### src/rtl/eth_txbuf_reader.sv
// eth_txbuf_reader: streams a frame of bytes out of a 256x16 word buffer
// through a valid/ready byte port.
// Optional feature: define ETH_TXBUF_PREFETCH_EN to fetch the next word
// while the current one is being sent, giving one byte per clock with
// out_ready held high. Without it each word goes through FETCH and WAIT.
module eth_txbuf_reader #(
    parameter int LSB_FIRST = 1
) (
    input  logic        clk,
    input  logic        rst,
    input  logic        start,
    input  logic [7:0]  base,
    input  logic [9:0]  len,
    input  logic        abort,
    output logic        busy,
    output logic        done,
    output logic        err,
    output logic        rd_ce,
    output logic [7:0]  rd_addr,
    input  logic [15:0] rd_q,
    output logic        out_valid,
    output logic [7:0]  out_data,
    output logic        out_last,
    input  logic        out_ready
);

    typedef enum logic [2:0] {
        S_IDLE  = 3'd0,
        S_FETCH = 3'd1,
        S_WAIT  = 3'd2,
        S_SEND0 = 3'd3,
        S_SEND1 = 3'd4
    } state_t;

    state_t      state_q, state_d;
    logic        busy_q, busy_d;
    logic        done_q, done_d;
    logic        err_q, err_d;
    logic        rd_ce_q, rd_ce_d;
    logic [7:0]  rd_addr_q, rd_addr_d;
    logic        out_valid_q, out_valid_d;
    logic [7:0]  out_data_q, out_data_d;
    logic        out_last_q, out_last_d;
    logic [7:0]  ptr_q, ptr_d;
    logic [9:0]  cnt_q, cnt_d;
    logic [15:0] word_q, word_d;

    logic        hs;
    logic        len_ok;
    logic        do_abort;

`ifdef ETH_TXBUF_PREFETCH_EN
    // hold_q keeps a prefetched word if the consumer stalls past its arrival
    logic [15:0] hold_q, hold_d;
    logic        pend_q, pend_d;
    logic [15:0] nxt_word;
`endif

    function automatic logic [7:0] first_byte(input logic [15:0] w);
        return (LSB_FIRST != 0) ? w[7:0] : w[15:8];
    endfunction

    function automatic logic [7:0] second_byte(input logic [15:0] w);
        return (LSB_FIRST != 0) ? w[15:8] : w[7:0];
    endfunction

    assign hs       = out_valid_q && out_ready;
    assign len_ok   = (len != 10'd0) && (len <= 10'd512);
    assign do_abort = abort && (state_q != S_IDLE);

`ifdef ETH_TXBUF_PREFETCH_EN
    // rd_q is live only in the cycle after the prefetch read; later use the copy
    assign nxt_word = pend_q ? rd_q : hold_q;
`endif

    assign busy      = busy_q;
    assign done      = done_q;
    assign err       = err_q;
    assign rd_ce     = rd_ce_q;
    assign rd_addr   = rd_addr_q;
    assign out_valid = out_valid_q;
    assign out_data  = out_data_q;
    assign out_last  = out_last_q;

    // State and registered outputs/datapath, synchronous active-high reset
    always_ff @(posedge clk) begin
        if (rst) begin
            state_q     <= S_IDLE;
            busy_q      <= 1'b0;
            done_q      <= 1'b0;
            err_q       <= 1'b0;
            rd_ce_q     <= 1'b0;
            rd_addr_q   <= 8'd0;
            out_valid_q <= 1'b0;
            out_data_q  <= 8'd0;
            out_last_q  <= 1'b0;
            ptr_q       <= 8'd0;
            cnt_q       <= 10'd0;
            word_q      <= 16'd0;
`ifdef ETH_TXBUF_PREFETCH_EN
            hold_q      <= 16'd0;
            pend_q      <= 1'b0;
`endif
        end else begin
            state_q     <= state_d;
            busy_q      <= busy_d;
            done_q      <= done_d;
            err_q       <= err_d;
            rd_ce_q     <= rd_ce_d;
            rd_addr_q   <= rd_addr_d;
            out_valid_q <= out_valid_d;
            out_data_q  <= out_data_d;
            out_last_q  <= out_last_d;
            ptr_q       <= ptr_d;
            cnt_q       <= cnt_d;
            word_q      <= word_d;
`ifdef ETH_TXBUF_PREFETCH_EN
            hold_q      <= hold_d;
            pend_q      <= pend_d;
`endif
        end
    end

    // Next-state decode; abort from any busy state returns to IDLE
    always_comb begin
        state_d = state_q;
        if (do_abort) begin
            state_d = S_IDLE;
        end else begin
            case (state_q)
                S_IDLE:  if (start && !abort && len_ok) state_d = S_FETCH;
                S_FETCH: state_d = S_WAIT;
                S_WAIT:  state_d = S_SEND0;
                S_SEND0: if (hs) state_d = (cnt_q == 10'd1) ? S_IDLE : S_SEND1;
                S_SEND1: begin
                    if (hs) begin
`ifdef ETH_TXBUF_PREFETCH_EN
                        state_d = (cnt_q == 10'd1) ? S_IDLE : S_SEND0;
`else
                        state_d = (cnt_q == 10'd1) ? S_IDLE : S_FETCH;
`endif
                    end
                end
                default: state_d = S_IDLE;
            endcase
        end
    end

    // Next values of registered outputs, word pointer, byte counter and word
    always_comb begin
        busy_d      = busy_q;
        done_d      = 1'b0;
        err_d       = 1'b0;
        rd_ce_d     = 1'b0;
        rd_addr_d   = rd_addr_q;
        out_valid_d = out_valid_q;
        out_data_d  = out_data_q;
        out_last_d  = out_last_q;
        ptr_d       = ptr_q;
        cnt_d       = cnt_q;
        word_d      = word_q;
`ifdef ETH_TXBUF_PREFETCH_EN
        pend_d      = rd_ce_q && (state_q != S_FETCH);
        hold_d      = pend_q ? rd_q : hold_q;
`endif
        case (state_q)
            S_IDLE: begin
                if (start && !abort) begin
                    if (len_ok) begin
                        busy_d    = 1'b1;
                        rd_ce_d   = 1'b1;
                        rd_addr_d = base;
                        ptr_d     = base + 8'd1;
                        cnt_d     = len;
                    end else begin
                        err_d = 1'b1;
                    end
                end
            end
            S_WAIT: begin
                word_d      = rd_q;
                out_valid_d = 1'b1;
                out_data_d  = first_byte(rd_q);
                out_last_d  = (cnt_q == 10'd1);
`ifdef ETH_TXBUF_PREFETCH_EN
                if (cnt_q > 10'd2) begin
                    rd_ce_d   = 1'b1;
                    rd_addr_d = ptr_q;
                    ptr_d     = ptr_q + 8'd1;
                end
`endif
            end
            S_SEND0: begin
                if (hs) begin
                    cnt_d = cnt_q - 10'd1;
                    if (cnt_q == 10'd1) begin
                        out_valid_d = 1'b0;
                        out_last_d  = 1'b0;
                        busy_d      = 1'b0;
                        done_d      = 1'b1;
                    end else begin
                        out_data_d = second_byte(word_q);
                        out_last_d = (cnt_q == 10'd2);
                    end
                end
            end
            S_SEND1: begin
                if (hs) begin
                    cnt_d = cnt_q - 10'd1;
                    if (cnt_q == 10'd1) begin
                        out_valid_d = 1'b0;
                        out_last_d  = 1'b0;
                        busy_d      = 1'b0;
                        done_d      = 1'b1;
                    end else begin
`ifdef ETH_TXBUF_PREFETCH_EN
                        word_d     = nxt_word;
                        out_data_d = first_byte(nxt_word);
                        out_last_d = (cnt_q == 10'd2);
                        // Another word follows only if more than two bytes remain after this one
                        if (cnt_q > 10'd3) begin
                            rd_ce_d   = 1'b1;
                            rd_addr_d = ptr_q;
                            ptr_d     = ptr_q + 8'd1;
                        end
`else
                        out_valid_d = 1'b0;
                        out_last_d  = 1'b0;
                        rd_ce_d     = 1'b1;
                        rd_addr_d   = ptr_q;
                        ptr_d       = ptr_q + 8'd1;
`endif
                    end
                end
            end
            default: ;
        endcase
        // Abort drops the frame outright: no done, in-flight read data ignored
        if (do_abort) begin
            busy_d      = 1'b0;
            done_d      = 1'b0;
            rd_ce_d     = 1'b0;
            out_valid_d = 1'b0;
            out_last_d  = 1'b0;
`ifdef ETH_TXBUF_PREFETCH_EN
            pend_d      = 1'b0;
`endif
        end
    end

endmodule

### config.mk
export PLATFORM = sky130hd
export DESIGN_NAME = eth_txbuf_reader
export DESIGN_NICKNAME = d
export VERILOG_FILES = /design/src/rtl/eth_txbuf_reader.sv
export SDC_FILE = /design/constraint.sdc
export NUM_CORES = 1
export LEC_CHECK = 0
export BUFFER_PORTS_ARGS = -buffer_cell sky130_fd_sc_hd__buf_4
export CAP_MARGIN = 10
export CORE_MARGIN = 10
export CORE_UTILIZATION = 55
export DETAILED_ROUTE_END_ITERATION = 16
export MAX_ROUTING_LAYER = met4
export PLACE_DENSITY = 0.8
export SYNTH_ARGS = -nofsm -noshare
export SYNTH_HDL_FRONTEND = slang
export SYNTH_SLANG_ARGS = --single-unit
### constraint.sdc
create_clock -name clk -period 3.1 [get_ports clk]
set_clock_uncertainty 0.1 [all_clocks]
set_input_delay 0.31 -clock clk [delete_from_list [all_inputs] [get_ports clk]]
set_output_delay 0.31 -clock clk [all_outputs]
set_load 0.005 [all_outputs]
==> results of run 1 <==
[final cells by class]
cell class | instances | area (sq um) | area share, %
Clock buffer | 5 | 68.8 | 1.96
Clock inverter | 3 | 46.3 | 1.32
Inverter | 6 | 22.5 | 0.641
Multi-Input combinational cell | 303 | 1730 | 49.3
Sequential cell | 51 | 1020 | 29.1
Tap cell | 70 | 87.6 | 2.49
Timing Repair Buffer | 71 | 533 | 15.2
[path summary, 6_finish.rpt]
path              startpoint          to  slack, ns  cells after the start
setup / recovery  state_q[2]    cnt_q[5]       0.51                      6
hold / removal       rd_q[8]   word_q[8]       0.13                      3
setup reg to reg  state_q[2]    cnt_q[5]       0.51                      6
hold reg to reg   word_q[13]  word_q[13]       0.36                      2
[synthesized netlist by cell type (7+ instances only)]
cell type,count
a21oi_1,34
a311oi_1,12
and3_1,14
clkbuf_1,21
dfxtp_1,51
nand2_1,73
nand3_1,13
nor2_1,26
nor3_1,18
nor4_1,11
o21ai_0,14
o31ai_1,7
[cells by family (layout without fill, tap and decap cells)]
logic type | count (synthesis) | after routing | share of synthesized area [%]
buffers and inverters | 33 | 85 | 5.09
AND/OR/NAND/NOR | 186 | 186 | 31.2
AO/OA/AOI/OAI | 111 | 111 | 26.0
multiplexers | 2 | 2 | 0.776
adder cells (fa/ha/maj) | 4 | 4 | 1.72
flip-flops | 51 | 51 | 35.2
[report_power, final]
part	switching [uW]	internal (uW)
Sequential	58.8	725
Combinational	307	221
Clock	245	244
[stage by stage]
step	setup slack (ns)	instance area, sq um	hold slack (ns)	utilization [%]
floorplan	0.594	2900	0.337	-
global placement	0.546	3400	0.345	66.5
detailed placement	0.476	3400	0.348	66.5
CTS	0.528	3510	0.123	68.8
global route	0.330	3510	0.134	68.8
finish	0.514	3510	0.131	68.8
[flip-flops by register name, indices dropped and copies added, names as in the netlist]
| name | cells |
|---|---|
| cnt_q | 10 |
| out_data | 8 |
| ptr_q | 8 |
| rd_addr | 8 |
| word_q | 8 |
| state_q | 3 |
| busy | 1 |
| done | 1 |
| err | 1 |
| out_last | 1 |
| out_valid | 1 |
| rd_ce | 1 |
[per-layer routing]
layer	GRT usage [%]	vias to the layer above	part of all wire [%]
met2	33.1	123	49
met4	8.48	0	2.1
li1	-	1551	-
met3	4.12	18	6.2
met5	-	-	0
met1	22.9	1448	43
[critical path: cells and delay by family (launching register included)]
kind                   cells  cell delay [ns]
buffers and inverters      1             0.28
and+or+nand+nor            2             1.08
DFF                        1             0.47
AOI/OAI and AO/OA          3             0.53
==> impl_results.md, run 1 <==
- Post-CTS setup buffer count: 0
- Clk buf depth: 2
- Worst Path Arrival: roughly 2.7 ns
- Die X: around 90 microns
- Pwr per Cell Area: a little over 500 mW/mm^2
- Worst setup EP type: flop
- DRT Pass-1 Iters: 4
- Total CTS buffers: 5
- Synthesis-to-layout area growth: 21.0%
- Fin crit share: around 83%
- Setup TNS: 0 ns
- HPWL after DPL: 6.21 mm
- EDFF count, synth: 0
- Sink Count: 51
- CP max-delay cell: nor2_1
- Share of the yosys chip area belonging to registers: a little over a third
- Initial DRC Count: 224
- Starting Density: a little under three fifths
- Max Cap Viol: 0
- Commonest non-fill, non-tap cells in the layout: nand2_1 (73), buf_4 (71), dfxtp_1 (51)
- Number of diodes: 0
- #FFs+latches synth: around 50
- Residual DRC: 0
- VDD IR max: around 0.43 mV
- Ys flop type: dfxtp_1
- Clock slew at reported path FFs: about 0.10 ns
- Syn Nets: 430
- Final ANT Viol Nets: 0
- Die Y: between 90 and 100 microns
- Commonest non-fill, non-tap cell in the layout: nand2_1
- Number of fill cells: 443
- Post-synth cell types: 54
- Routed wire length per instance: 16.8 microns
- Synth area leader: dfxtp_1
- Synthesized area: between 0.002 and 0.003 sq mm
- RSZ-0062 raised after global routing: false
- Max frequency: 387 MHz
- Required @ worst endpoint: between 3 and 4 ns
- CTS Root Buffer Type: clkbuf_8
- Vias in the first global route: 2,963
- Slew headroom: around 28%
- Total die area: about 0.0086 sq mm
- GR Overflow Total: 0
- First-pass GRT wire length: 13.9 mm
- Yosys top cell area share: roughly a third
- Vias per cell: slightly above 6
- CTS tree: yes
- Post-route minimum period: about 2.6 ns
- Layout net count: around 480
- Synthesized instance count: 387
- Core area: ~0.0051 sq mm
- Clock Latency Late Sink: about 0.32 ns
- Synthesized area per cell: roughly 7.5 sq um
- Initial antenna violation count: 0
- Setup CP Type: reg2reg
- Number of I/O port buffers: 60
- CP Max Fanout: 16
- Cell Count Post-Placement: roughly 500
- DR vias: around 3,100
- CP Launch Type: flop
- Slew Limit Fails: 0
- CTS Hold Bufs: 0
- Total power: 1800 uW
- CP Cell Sequence: and3b_1, nor2_1, buf_4, o21ai_0, o311ai_0, o31ai_1
- Status: complete, no violations
- Hold Violations, Final: 0
- # rows: 26
- Final WL: ~8.5 mm
- IO Count: just over 60
- Worst slew pin tran: about 1.1 ns
- Fraction of layout cells with a size suffix above 1: 19.8%
- Hold Crit Class: in2reg
- Final std cells w/o fill: ~510
- LEAKAGE: between 0.001 and 0.0015 uW
- Pin count of the biggest net entering global routing: 44
- YS warnings: 0
- Synth area leaders: dfxtp_1 (35%), nand2_1 (9.4%), a21oi_1 (5.9%), a311oi_1 (3.6%), nor2_1 (3.4%)
- Ys async rst share: 0%
- Resize count post-CTS: 0
- CP max stage delay: 0.75 ns
- Final setup viols: 0
- Gpl congestion: 0.938
- H-tree levels: 2
- GRT Resource Usage Total: approximately 20%
(Power assumes the default switching activity.)
==> inputs of run 2 (changes only) <==
- clock period: 3.1 -> 2.7 ns (I/O delays scaled with it)
==> run 2 against run 1 <==
  * Combinational power up 19%
  * Via count up 1.4%
  * Worst setup slack worse by 0.27 ns
  * Wire length up 1.3%
  * Power up 17%
  * Critical path depth unchanged
  * Utilization up 0.71 points
  * Register-to-register slack worse by 0.27 ns
  * Maximum frequency up 5.4%
  * Non-clock buffer count up 4
  * Worst hold slack worse by 0.037 ns
  * Critical path type unchanged
  * Largest cell class unchanged
  * Highest routed layer unchanged
==> impl_results.md, run 2 (synthesis results as in run 1) <==
- DRT Pass-1 Iters: 5
- Initial antenna violation count: 0
- Reg2reg start: state_q[1]
- Clk buf depth: 2
- Synthesis-to-layout area growth: 22.3%
- Hold_sp: rd_q[9]
- Commonest non-fill, non-tap cells in the layout: buf_4 (75), nand2_1 (73), dfxtp_1 (51)
- LEAKAGE: approximately 0.0014 uW
- RSZ-0062 raised after global routing: false
- Die Y: a little over 90 microns
- Total power: ~2100 uW
- Largest reg by FF count: cnt_q
- Clock slew at reported path FFs: about 0.10 ns
- CP Launch Type: flop
- Worst setup EP type: flop
- CTS Hold Bufs: 0
- Final WL: 8.64 mm
- Routed wire length per instance: roughly 17 microns
- Worst slew pin tran: between 0.6 and 0.7 ns
- CTS tree: yes
- Total die area: about 0.0086 sq mm
- Core area: about 0.0051 sq mm
- Design area: between 0.003 and 0.004 sq mm
- CP Max Fanout: 16
- Worst Setup SP: state_q[1]
- Post-route minimum period: about 2.5 ns
- Starting Density: 56.8%
- Slew headroom: between 50% and 60%
- Max FFs per register: 10
- Commonest non-fill, non-tap cell in the layout: buf_4
- Slew Limit Fails: 0
- GRT Resource Usage Total: approximately a fifth
- Post-CTS setup buffer count: 0
- Placed Area: 0.00343 sq mm
- Clock Latency Late Sink: just over 0.3 ns
- Max frequency: between 400 and 500 MHz
- Number of I/O port buffers: 60
- First-pass GRT wire length: ~14 mm
- Hold Violations, Final: 0
- Hold Crit Class: in2reg
- WL met2: approximately 4.3 mm
- Die X: a little over 90 microns
- Final ANT Viol Nets: 0
- Number of diodes: 0
- Met1 Wirelength: about 3.4 mm
- Status: complete, no violations
- Fraction of layout cells with a size suffix above 1: a little over 20%
- CTS Root Buffer Type: clkbuf_8
- Final std cells w/o fill: 513
- Setup CP Type: reg2reg
- HPWL after DPL: roughly 6.2 mm
- Residual DRC: 0
- Final setup viols: 0
- Gpl congestion: about 0.94
- DR vias: around 3,200
- GR Overflow Total: 0
- Worst Path Arrival: roughly 2.6 ns
- Cell Count Post-Placement: 505
- Required @ worst endpoint: 2.82 ns
- H-tree levels: 2
- Max Cap Viol: 0
- Layout net count: 485
- Setup TNS: 0 ns
- Initial DRC Count: 260
- VDD IR max: slightly below 0.4 mV
- Total CTS buffers: 5
- Sink Count: 51
- Vias per cell: about 6.2
- Pwr per Cell Area: between 500 and 600 mW/mm^2
- Metal3 WL: approximately 620 microns
- Pin count of the biggest net entering global routing: 44
- Top routing layer in use: met4
- Fin crit share: 90.8%
- # rows: 26
- Resize count post-CTS: 0
- Vias in the first global route: between 2,000 and 3,000
- IO Count: a little over 60
run 2: path summary, 6_finish.rpt:
check	endpoint	slack, ns	cells after the start
setup / recovery	ptr_q[3]	0.25	6
hold / removal	word_q[9]	0.09	3
setup reg to reg	ptr_q[3]	0.25	6
hold reg to reg	word_q[13]	0.36	2
run 2: per-stage QoR:
step	worst slack, ns	hold WS, ns	utilization (%)
floorplan	0.194	0.306	-
global placement	0.190	0.342	67.1
global route	0.0570	0.107	69.5
finish	0.247	0.0946	69.5
detailed placement	0.127	0.348	67.1
CTS	0.299	0.0873	69.5
run 2: critical path, cell delays in order (launching register included):
cell	delay, ns
dfxtp_1	0.33
buf_4	0.17
or3_1	0.45
nor2_1	0.20
and3_1	0.58
o21ai_0	0.23
a41oi_1	0.30
run 2: layout make-up:
cell class                      count  area, sq um
Fill cell                         449         1560
Timing Repair Buffer               75          563
Multi-Input combinational cell    303         1730
Inverter                            6         22.5
Clock buffer                        6         82.6
Tap cell                           70         87.6
Clock inverter                      2         38.8
Sequential cell                    51         1020
run 2: routing by layer:
metal  vias up  global-route usage [%]
met5         -                       -
met2       142                    33.9
met1      1466                    23.0
met3        26                    3.63
li1       1551                       -
met4         0                    9.64
run 2: power breakdown:
part,internal [uW],total (uW),switching [uW]
Clock,305,576,271
Sequential,832,898,66.3
Combinational,269,627,358
